===== src/rtl/exec_ctrl_pkg.sv =====
// ----------------------------------------------------------------------------
// exec_ctrl_pkg
// Shared definitions for the exec_ctrl sequencer and its register file.
// Contents:
//   - instruction field layout (instr_t), opcode/op encodings
//   - shift codes and ALU operation codes
//   - FSM state enum and decoded instruction class enum
//   - small decode helpers
// ----------------------------------------------------------------------------
package exec_ctrl_pkg;

    localparam int unsigned INSTR_W = 16;
    localparam int unsigned REG_AW  = 3;
    localparam int unsigned FLAG_W  = 3;

    // Opcode field [15:13]
    localparam logic [2:0] OPC_ALU = 3'b101;
    localparam logic [2:0] OPC_MOV = 3'b110;

    // Op field [12:11] under OPC_MOV
    localparam logic [1:0] OP_MOV_REG = 2'b00;
    localparam logic [1:0] OP_MOV_IMM = 2'b10;

    // Op field [12:11] under OPC_ALU
    localparam logic [1:0] OP_ADD = 2'b00;
    localparam logic [1:0] OP_CMP = 2'b01;
    localparam logic [1:0] OP_AND = 2'b10;
    localparam logic [1:0] OP_MVN = 2'b11;

    // Shift codes applied to the B operand
    localparam logic [1:0] SH_NONE = 2'b00;
    localparam logic [1:0] SH_LSL1 = 2'b01;
    localparam logic [1:0] SH_LSR1 = 2'b10;
    localparam logic [1:0] SH_ASR1 = 2'b11;

    // ALU operation codes driven on alu_op
    localparam logic [1:0] ALU_ADD = 2'b00;
    localparam logic [1:0] ALU_SUB = 2'b01;
    localparam logic [1:0] ALU_AND = 2'b10;
    localparam logic [1:0] ALU_NOT = 2'b11;

    // Instruction word; imm8 overlays rd/shift/rm in bits [7:0]
    typedef struct packed {
        logic [2:0] opcode;
        logic [1:0] op;
        logic [2:0] rn;
        logic [2:0] rd;
        logic [1:0] shift;
        logic [2:0] rm;
    } instr_t;

    typedef enum logic [2:0] {
        ST_IDLE   = 3'd0,
        ST_DECODE = 3'd1,
        ST_LOAD_A = 3'd2,
        ST_LOAD_B = 3'd3,
        ST_EXEC   = 3'd4,
        ST_WRITE  = 3'd5,
        ST_HALT   = 3'd6
    } state_t;

    typedef enum logic [1:0] {
        CLS_MOVI = 2'd0,
        CLS_MOVR = 2'd1,
        CLS_ALU  = 2'd2,
        CLS_ILL  = 2'd3
    } cls_t;

    // Classify an instruction into the sequencing path it takes
    function automatic cls_t decode_cls(input instr_t ir);
        cls_t cls;
        cls = CLS_ILL;
        if (ir.opcode == OPC_MOV && ir.op == OP_MOV_IMM) begin
            cls = CLS_MOVI;
        end else if (ir.opcode == OPC_MOV && ir.op == OP_MOV_REG) begin
            cls = CLS_MOVR;
        end else if (ir.opcode == OPC_ALU) begin
            cls = CLS_ALU;
        end
        return cls;
    endfunction

    // Map an ALU-class op field onto the ALU operation code
    function automatic logic [1:0] alu_op_of(input logic [1:0] op);
        logic [1:0] res;
        case (op)
            OP_ADD:  res = ALU_ADD;
            OP_CMP:  res = ALU_SUB;
            OP_AND:  res = ALU_AND;
            OP_MVN:  res = ALU_NOT;
            default: res = ALU_ADD;
        endcase
        return res;
    endfunction

    function automatic logic [7:0] get_imm8(input instr_t ir);
        return {ir.rd, ir.shift, ir.rm};
    endfunction

endpackage


===== src/rtl/exec_regfile.sv =====
// ----------------------------------------------------------------------------
// exec_regfile
// NREG x DATA_W register file: one synchronous write port and two
// combinational read ports (operand and debug). Cleared by async reset.
// NREG is expected to match the 3-bit register address space (8 entries).
// Ports:
//   i_clk, i_rst_n          clock, async active-low reset
//   i_we/i_waddr/i_wdata    write port, takes effect at the rising edge
//   i_raddr -> o_rdata      operand read port
//   i_dbg_addr -> o_dbg_data debug read port
// ----------------------------------------------------------------------------
module exec_regfile
    import exec_ctrl_pkg::*;
#(
    parameter int unsigned DATA_W = 16,
    parameter int unsigned NREG   = 8
) (
    input  logic              i_clk,
    input  logic              i_rst_n,
    input  logic              i_we,
    input  logic [REG_AW-1:0] i_waddr,
    input  logic [DATA_W-1:0] i_wdata,
    input  logic [REG_AW-1:0] i_raddr,
    output logic [DATA_W-1:0] o_rdata,
    input  logic [REG_AW-1:0] i_dbg_addr,
    output logic [DATA_W-1:0] o_dbg_data
);

    logic [DATA_W-1:0] r_mem [NREG];

    // Write port; reset clears every entry
    always_ff @(posedge i_clk or negedge i_rst_n) begin
        if (!i_rst_n) begin
            r_mem <= '{default: '0};
        end else if (i_we) begin
            r_mem[i_waddr] <= i_wdata;
        end
    end

    // Combinational read ports
    assign o_rdata    = r_mem[i_raddr];
    assign o_dbg_data = r_mem[i_dbg_addr];

endmodule


===== src/rtl/exec_ctrl.sv =====
// ----------------------------------------------------------------------------
// exec_ctrl
// Multi-cycle instruction sequencer driving an external ALU. Accepts one
// 16-bit instruction at a time, loads operands from the register file,
// runs the ALU and writes the result back.
//   MOV-imm : IDLE -> DECODE -> WRITE                       (2 cycles)
//   MOV-reg : IDLE -> DECODE -> LOAD_B -> EXEC -> WRITE     (4 cycles)
//   ALU     : IDLE -> DECODE -> LOAD_A -> LOAD_B -> EXEC -> WRITE (5 cycles)
// Build option:
//   EXEC_CTRL_ILLEGAL_TRAP_EN  defined  : illegal opcode -> sticky illegal,
//                                         HALT until reset, no done
//                              undefined: illegal opcode retires as a NOP
// Ports:
//   clk, reset_n               clock, async active-low reset
//   in_valid/in_ready/instr    instruction handshake
//   alu_ain/alu_bin/alu_op     ALU operands and operation
//   alu_out/alu_z              ALU result and flags {ovf, neg, zero}
//   status                     flags latched by CMP
//   done                       one-cycle retire pulse
//   illegal                    sticky illegal-opcode flag (trap build)
//   dbg_addr/dbg_data          combinational debug register read
// ----------------------------------------------------------------------------
module exec_ctrl
    import exec_ctrl_pkg::*;
#(
    parameter int unsigned DATA_W = 16,
    parameter int unsigned NREG   = 8
) (
    input  logic               clk,
    input  logic               reset_n,
    input  logic               in_valid,
    output logic               in_ready,
    input  logic [INSTR_W-1:0] instr,
    output logic [DATA_W-1:0]  alu_ain,
    output logic [DATA_W-1:0]  alu_bin,
    output logic [1:0]         alu_op,
    input  logic [DATA_W-1:0]  alu_out,
    input  logic [FLAG_W-1:0]  alu_z,
    output logic [FLAG_W-1:0]  status,
    output logic               done,
    output logic               illegal,
    input  logic [REG_AW-1:0]  dbg_addr,
    output logic [DATA_W-1:0]  dbg_data
);

    state_t             r_state;
    instr_t             r_ir;
    logic [DATA_W-1:0]  r_a;
    logic [DATA_W-1:0]  r_b;
    logic [DATA_W-1:0]  r_c;
    logic [FLAG_W-1:0]  r_status;
    logic               r_done;
    logic               r_illegal;
    logic               r_in_ready;

    cls_t               w_cls;
    logic               w_we;
    logic [REG_AW-1:0]  w_waddr;
    logic [DATA_W-1:0]  w_wdata;
    logic [REG_AW-1:0]  w_raddr;
    logic [DATA_W-1:0]  w_rdata;
    logic [DATA_W-1:0]  w_imm_sx;

    // Operand shifter for the B path
    function automatic logic [DATA_W-1:0] shift_val(input logic [DATA_W-1:0] v,
                                                    input logic [1:0]        sh);
        logic [DATA_W-1:0] res;
        case (sh)
            SH_LSL1: res = {v[DATA_W-2:0], 1'b0};
            SH_LSR1: res = {1'b0, v[DATA_W-1:1]};
            SH_ASR1: res = {v[DATA_W-1], v[DATA_W-1:1]};
            default: res = v;
        endcase
        return res;
    endfunction

    // Class of the latched instruction steers every later state
    assign w_cls    = decode_cls(r_ir);
    assign w_imm_sx = DATA_W'($signed(get_imm8(r_ir)));

    // LOAD_A reads Rn, every other state presents Rm
    assign w_raddr = (r_state == ST_LOAD_A) ? r_ir.rn : r_ir.rm;

    // Write-back in WRITE; CMP and illegal NOPs leave the file untouched
    assign w_we    = (r_state == ST_WRITE) &&
                     ((w_cls == CLS_MOVI) || (w_cls == CLS_MOVR) ||
                      ((w_cls == CLS_ALU) && (r_ir.op != OP_CMP)));
    assign w_waddr = (w_cls == CLS_MOVI) ? r_ir.rn : r_ir.rd;
    assign w_wdata = (w_cls == CLS_MOVI) ? w_imm_sx : r_c;

    exec_regfile #(
        .DATA_W (DATA_W),
        .NREG   (NREG)
    ) u_regfile (
        .i_clk      (clk),
        .i_rst_n    (reset_n),
        .i_we       (w_we),
        .i_waddr    (w_waddr),
        .i_wdata    (w_wdata),
        .i_raddr    (w_raddr),
        .o_rdata    (w_rdata),
        .i_dbg_addr (dbg_addr),
        .o_dbg_data (dbg_data)
    );

    // Sequencer: state, operand latches, result latch, flags and pulses
    always_ff @(posedge clk or negedge reset_n) begin
        if (!reset_n) begin
            r_state    <= ST_IDLE;
            r_ir       <= '0;
            r_a        <= '0;
            r_b        <= '0;
            r_c        <= '0;
            r_status   <= '0;
            r_done     <= 1'b0;
            r_illegal  <= 1'b0;
            r_in_ready <= 1'b1;
        end else begin
            r_done <= 1'b0;
            case (r_state)
                ST_IDLE: begin
                    if (in_valid) begin
                        r_ir       <= instr_t'(instr);
                        r_in_ready <= 1'b0;
                        r_state    <= ST_DECODE;
                    end
                end
                ST_DECODE: begin
                    case (w_cls)
                        CLS_MOVI: begin
                            r_done  <= 1'b1;
                            r_state <= ST_WRITE;
                        end
                        CLS_MOVR: r_state <= ST_LOAD_B;
                        CLS_ALU:  r_state <= ST_LOAD_A;
                        default: begin
`ifdef EXEC_CTRL_ILLEGAL_TRAP_EN
                            r_illegal <= 1'b1;
                            r_state   <= ST_HALT;
`else
                            r_done    <= 1'b1;
                            r_state   <= ST_WRITE;
`endif
                        end
                    endcase
                end
                ST_LOAD_A: begin
                    r_a     <= w_rdata;
                    r_state <= ST_LOAD_B;
                end
                ST_LOAD_B: begin
                    r_b     <= w_rdata;
                    r_state <= ST_EXEC;
                end
                ST_EXEC: begin
                    r_c <= alu_out;
                    if (w_cls == CLS_ALU && r_ir.op == OP_CMP) begin
                        r_status <= alu_z;
                    end
                    r_done  <= 1'b1;
                    r_state <= ST_WRITE;
                end
                ST_WRITE: begin
                    r_in_ready <= 1'b1;
                    r_state    <= ST_IDLE;
                end
                ST_HALT: begin
                    r_state <= ST_HALT;
                end
                default: begin
                    r_in_ready <= 1'b1;
                    r_state    <= ST_IDLE;
                end
            endcase
        end
    end

    // ALU operands derive from latched registers only, so they hold steady
    // outside EXEC; MOV-reg passes sh(B) through as 0 + sh(B)
    assign alu_ain = (w_cls == CLS_MOVR) ? '0 : r_a;
    assign alu_bin = shift_val(r_b, r_ir.shift);
    assign alu_op  = (w_cls == CLS_MOVR) ? ALU_ADD : alu_op_of(r_ir.op);

    assign in_ready = r_in_ready;
    assign status   = r_status;
    assign done     = r_done;
    assign illegal  = r_illegal;

endmodule


===== config.mk =====
export PLATFORM = sky130hd
export DESIGN_NAME = exec_ctrl
export DESIGN_NICKNAME = d
export VERILOG_FILES = /design/src/rtl/exec_ctrl_pkg.sv /design/src/rtl/exec_regfile.sv /design/src/rtl/exec_ctrl.sv
export SDC_FILE = /design/constraint.sdc
export NUM_CORES = 1
export LEC_CHECK = 0
export ABC_AREA = 1
export CORE_AREA = 2 2 150 152
export CTS_BUF_LIST = sky130_fd_sc_hd__clkbuf_16
export CTS_CLUSTER_DIAMETER = 40
export DETAILED_ROUTE_END_ITERATION = 10
export DIE_AREA = 0 0 152 154
export GPL_TIMING_DRIVEN = 0
export PLACE_DENSITY = 0.7
export REMOVE_ABC_BUFFERS = 1
export SKIP_LAST_GASP = 1
export SYNTH_ARGS = -nofsm -noshare
export SYNTH_HDL_FRONTEND = slang
export SYNTH_SLANG_ARGS = --single-unit

===== constraint.sdc =====
create_clock -name clk -period 5.7 [get_ports clk]
set_input_delay 0.57 -clock clk [delete_from_list [all_inputs] [get_ports clk]]
set_output_delay 0.57 -clock clk [all_outputs]
set_load 0.05 [all_outputs]

## Yosys cells after proc, flatten, opt, wreduce, memory -nomap -nowiden

Index checks and enable logic that the tools add are counted.

- Output and inout port bits: 56
- Input bits: 41
- Flip-flop bits (word level): 200

- Bitwise operators: 4
- Equality and inequality tests: 18
- Muxes and demuxes: 26
- Reductions and logical operators: 16
- $lt $le $gt $ge: 4

Operators with widths:

| cell | number |
|---|---|
| 128-bit bitwise mux | 1 |
| 16-bit two-way mux | 7 |
| 16-bit binary-select mux with 3-bit select | 2 |
| 16-bit demux with 3-bit select | 1 |
| 16-bit one-hot mux with 3 select lines | 1 |
| 3-bit one-hot mux with 6 select lines | 1 |
| 3-bit == test, second input constant | 5 |
| 4-bit >= comparator, second input constant | 3 |
| 3-bit inverter with 4-bit output | 3 |
| 2-bit == test, second input constant | 5 |
| 3-bit two-way mux | 3 |
| 2-bit one-hot mux with 4 select lines | 1 |
| 2-bit by 1-bit == test with 1-bit output, second input constant | 3 |
| 3-bit by 2-bit == test with 1-bit output, second input constant | 2 |
| 1-bit logical AND | 6 |
| 2-bit two-way mux | 3 |
| 3-bit one-hot mux with 2 select lines | 1 |
| 2-bit AND reduction | 3 |
| 5-bit OR reduction | 1 |
| 2-bit logical NOT | 2 |
| 4-bit by 1-bit less-than comparator with 1-bit output, second input constant | 1 |
| 1-bit one-hot mux with 2 select lines | 2 |
| 3-bit by 1-bit == test with 1-bit output, second input constant | 1 |
| 3-bit logical NOT | 1 |
| other kinds (6) | 9 |

## Longest topological paths before layout

- Depth after elaboration: 12
- Mapped depth: 14
- Mapped depth without buffers: 13

## By module

A second synthesis with hierarchy kept.

- Cell total of the unflattened synthesis: 1634
- Area total of the unflattened synthesis: 11048.1 um2

Modules (own cells, without submodules):

| module | times used | cells an instance | sequential area each (um2) | area an instance (um2) |
|---|---|---|---|---|
| exec_regfile | 1 | 1165 | 3203.1 | 7492.2 |
| exec_ctrl | 1 | 469 | 1803.0 | 3555.9 |

## Worst setup path after synthesis

No wires, ideal clock.

- Path type: input port to output port
- From: in dbg_addr[1]
- To: out dbg_data[1]
- Stages: 8
- Setup slack: 2.995 ns
- Path buffers: 2
- Arrival: 2.135 ns
- Cell sequence: clkbuf_1 inv_1 clkbuf_1 a21oi_1 o21ai_0 nand2_1 nor2_1 a31oi_1

- Cells in the longest elaborated chain, start to end: 4

Ends and longest elaborated chain:

| what | line | RTL |
|---|---|---|
| start, declared | exec_ctrl.sv:42 | `input logic [REG_AW-1:0] dbg_addr,` |
| 3-bit inverter with 4-bit output (not written as such) | exec_regfile.sv:42 | `assign o_dbg_data = r_mem[i_dbg_addr];` |
| 16-bit binary-select mux with 3-bit select | exec_regfile.sv:42 |  |
| 16-bit two-way mux (not written as such) (2 in a row) | exec_regfile.sv:42 |  |
| end, declared | exec_ctrl.sv:43 | `output logic [DATA_W-1:0] dbg_data` |

No other way between the ends. The select of a mux whose other input is x is not followed.

## Worst setup path in the final report

- From: in dbg_addr[1]
- To: out dbg_data[0]

The elaborated chain is that of the path after synthesis.

==> impl_metrics.tcl <==
set metrics [dict create \
    drc 0 \
    critPathLaunchType "input pin" \
    powerDensity_mw_per_mm2 567.0 \
    cts_setup_buffers 0 \
    final_cells 1772 \
    busiest_layer "met2" \
    synth-xor-area-share 0 \
    fin_crit_sh 0.8080 \
    cts_hold_buffers 0 \
    yosysMostFrequentCell "nand2_1" \
    syn_area_mm2 0.01072 \
    ioPinCount 97 \
    diodes 0 \
    postRouteAntennaNets 0 \
    arrival_ns 4.04 \
    cts_max_level 4 \
    required_ns 5.13 \
    grt_start_max_net_pins 102 \
    synthTopCellsByArea "dfrtp_1, nand2_1, o21ai_0" \
    crit_type "input pin to output port" \
    area_growth_pct 17.16 \
    grt_usage 0.2882 \
    met3_usage 0.05355 \
    p_leak_nw 5.863 \
    first_global_vias 9610 \
    io_buffers 95 \
    synth_enable_flop_cells 0 \
    vias_per_cell 5.682 \
    yosys.area_share.simple 0.2518 \
    gp_congestion 0.8621 \
    period_needed_ns 4.606 \
    worstReg2RegStart "r_state[2]$_DFFE_PN0P_" \
    muxShareOfSynthArea 0.01996 \
    synth_top_family_by_area "simple AND/OR/NAND/NOR gates" \
    cpPeakStageDelay_ns 0.92 \
    power_w 0.007120 \
    drt_iter0_drc 1186 \
    num_rows 54 \
    cap_violations 0 \
    wirelength_mm 33.21 \
    ys_warn_count 1 \
    nets 1523 \
    clk_path_buf_depth 2 \
    met1_usage 0.3852 \
    status "complete, no violations" \
    grt_pass1_wl_mm 52.43 \
    dp_hpwl_mm 20.49 \
    yosysSeqAreaShare 0.4671 \
    synth_ff_type "dfrtp_1" \
    fin_skew_ns 0.009226 \
    r2r_end "r_b[9]$_DFFE_PN0P_" \
    drive_above_1_share 0.06099 \
    cp_slowest_cell "inv_1" \
    wl_per_cell_um 18.74 \
    first_pass_iters 5 \
    finalMaxSlewViolations 0 \
    critical-path-top-delay-family "buffers and inverters" \
    die_x_um 152 \
    numCtsBuffers 17 \
    r2r_slack_ns 2.16 \
    synth_common_cells "nand2_1, dfrtp_1, o21ai_0" \
    clock_latency_ns 0.44 \
    die_y_um 154 \
    cts-root-buf "clkbuf_16" \
    ir_worst_vdd_mv 0.3359 \
    synth_cell_types 36 \
    synth_largest_area_cell "dfrtp_1" \
    crit_path_end_kind "output port" \
    timing.critical_path.buf_inv 3 \
    slew_headroom 0.02316 \
    cts_tree "yes" \
    synth_compound_area_frac 0.1558 \
    max_freq_mhz 217.1 \
    worst_pin_slew_ns 1.464 \
    start_util 0.4942 \
    synth_adder_area_share 0.003502 \
    multi_input_comb_area_mm2 0.004669 \
    synth-seq-cells 200 \
    avgSynthCellArea_um2 7.464 \
    ff2ff_path_depth 10 \
    hold_viol_final 0 \
    setup_violations 0 \
    rsz0062_at_grt "false" \
    crit_fanout 33 \
    path_cells "buf_2 -> inv_1 -> a21oi_1 -> o21ai_0 -> nand2_1 -> nor2_1 -> a31oi_1 -> clkdlybuf4s50_1" \
    coreArea_mm2 0.02169 \
    met2_usage 0.4592 \
    dp_cells 1740 \
    fillers 1975 \
    hold_path.class "input pin to async pin" \
    cts.clk_slew.worst_paths_ns 0.07 \
    grt-ovfl-total 0 \
    die_area_mm2 0.02341 \
    synth_top_area_share 0.4646 \
    final-seq-area_mm2 0.005006 \
    synthArstFlopShare 1.000 \
    vias 10070 \
    synth_cells 1436 \
    cts_resized 0 \
    antenna_found_initial 0 \
    clock-sinks 200 \
]
[per-layer routing]
layer / wire length (µm) / up-vias / part of all wire
met2: 15260 / 496 / 0.46
met1: 13620 / 4733 / 0.41
met3: 2953 / 97 / 0.089
met4: 1383 / 0 / 0.042
li1: - / 4743 / -
met5: 0 / - / 0
[cell usage in the layout (no fill, tap or decap), drive strengths merged, types with 2 or more instances in the layout]
cell,n
mux2,19
buf,19
clkinvlp,3
inv,183
nor4,2
nand4,3
ha,3
dfrtp,199
clkbuf,17
nand3b,16
a21oi,73
o221ai,5
nand3,167
o21ai,212
nor3,4
o211ai,8
a31oi,16
clkinv,10
clkdlybuf4s50,92
nor2,45
nand2,388
bufinv,2
[worst register-to-register path, cell delays in order (launching register included)]
cell     delay [ns]
dfrtp_1        0.48
inv_2          0.16
nand3_4        0.43
nand2_2        0.76
nand2_2        0.68
buf_12         0.40
nand2_1        0.08
nand3_1        0.07
nand3_1        0.15
nand3_1        0.16
nand2_1        0.12
[area by class of cell]
type                            instances  share of cell area
Multi-Input combinational cell        966              0.3719
Inverter                              183             0.05470
Timing Repair Buffer                  111              0.1018
Sequential cell                       200              0.3987
Tap cell                              280             0.02790
Clock inverter                         15             0.01116
Clock buffer                           17             0.03388
[how the worst max path moves through the flow]
| stage | startpoint | endpoint | slack [ns] | depth (start not counted) |
|---|---|---|---|---|
| 3_5_place_dp | dbg_addr[1] | dbg_data[0] | 1.21 | 8 |
| 5_1_grt | dbg_addr[1] | dbg_data[4] | 1.04 | 8 |
| 2_1_floorplan | r_state[2]$_DFFE_PN0P_ | r_a[10]$_DFFE_PN0N_ | 2.02 | 8 |
| 6_report | dbg_addr[1] | dbg_data[0] | 1.09 | 8 |
| 3_3_place_gp | reset_n | u_regfile.r_mem[109]$_DFFE_PN0P_ | -4.52 | 1 |
| 4_1_cts | dbg_addr[1] | dbg_data[0] | 1.22 | 8 |
[report_power, final]
part	leakage, nW	internal, W	switching, W
registers	2.67	0.00197	0.000326
clock network	0.282	0.000640	0.000550
logic	2.91	0.00117	0.00246
total	5.86	0.00378	0.00334
[metrics by stage]
stage	hold WS (ns)	util	setup TNS [ns]	worst slack [ns]	cell area [µm²]
after floorplan	0.2744	-	0	2.023	10320
after global placement	0.4622	0.5357	-922.81	-4.520	11620
after detailed placement	0.4662	0.5529	0	1.213	11990
after CTS	0.1966	0.5790	0	1.221	12560
after global routing	0.2173	0.5790	0	1.045	12560
final	0.1428	0.5790	0	1.094	12560
[flip-flops by register name, summed over array words and instances (netlist names)]
name / count
done: 1
in_ready: 1
r_a: 16
r_b: 16
r_c: 16
r_ir: 16
r_state: 3
status: 3
u_regfile.r_mem: 128
[cells by family after synthesis]
| kind of cell | Yosys count |
|---|---|
| AND/OR/NAND/NOR | 626 |
| AO/OA/AOI/OAI | 317 |
| buffers and inverters | 270 |
| flip-flops | 200 |
| multiplexers | 19 |
| adder cells (fa/ha/maj) | 3 |
| other | 1 |
Note: power is estimated with default switching activity, not from simulation.
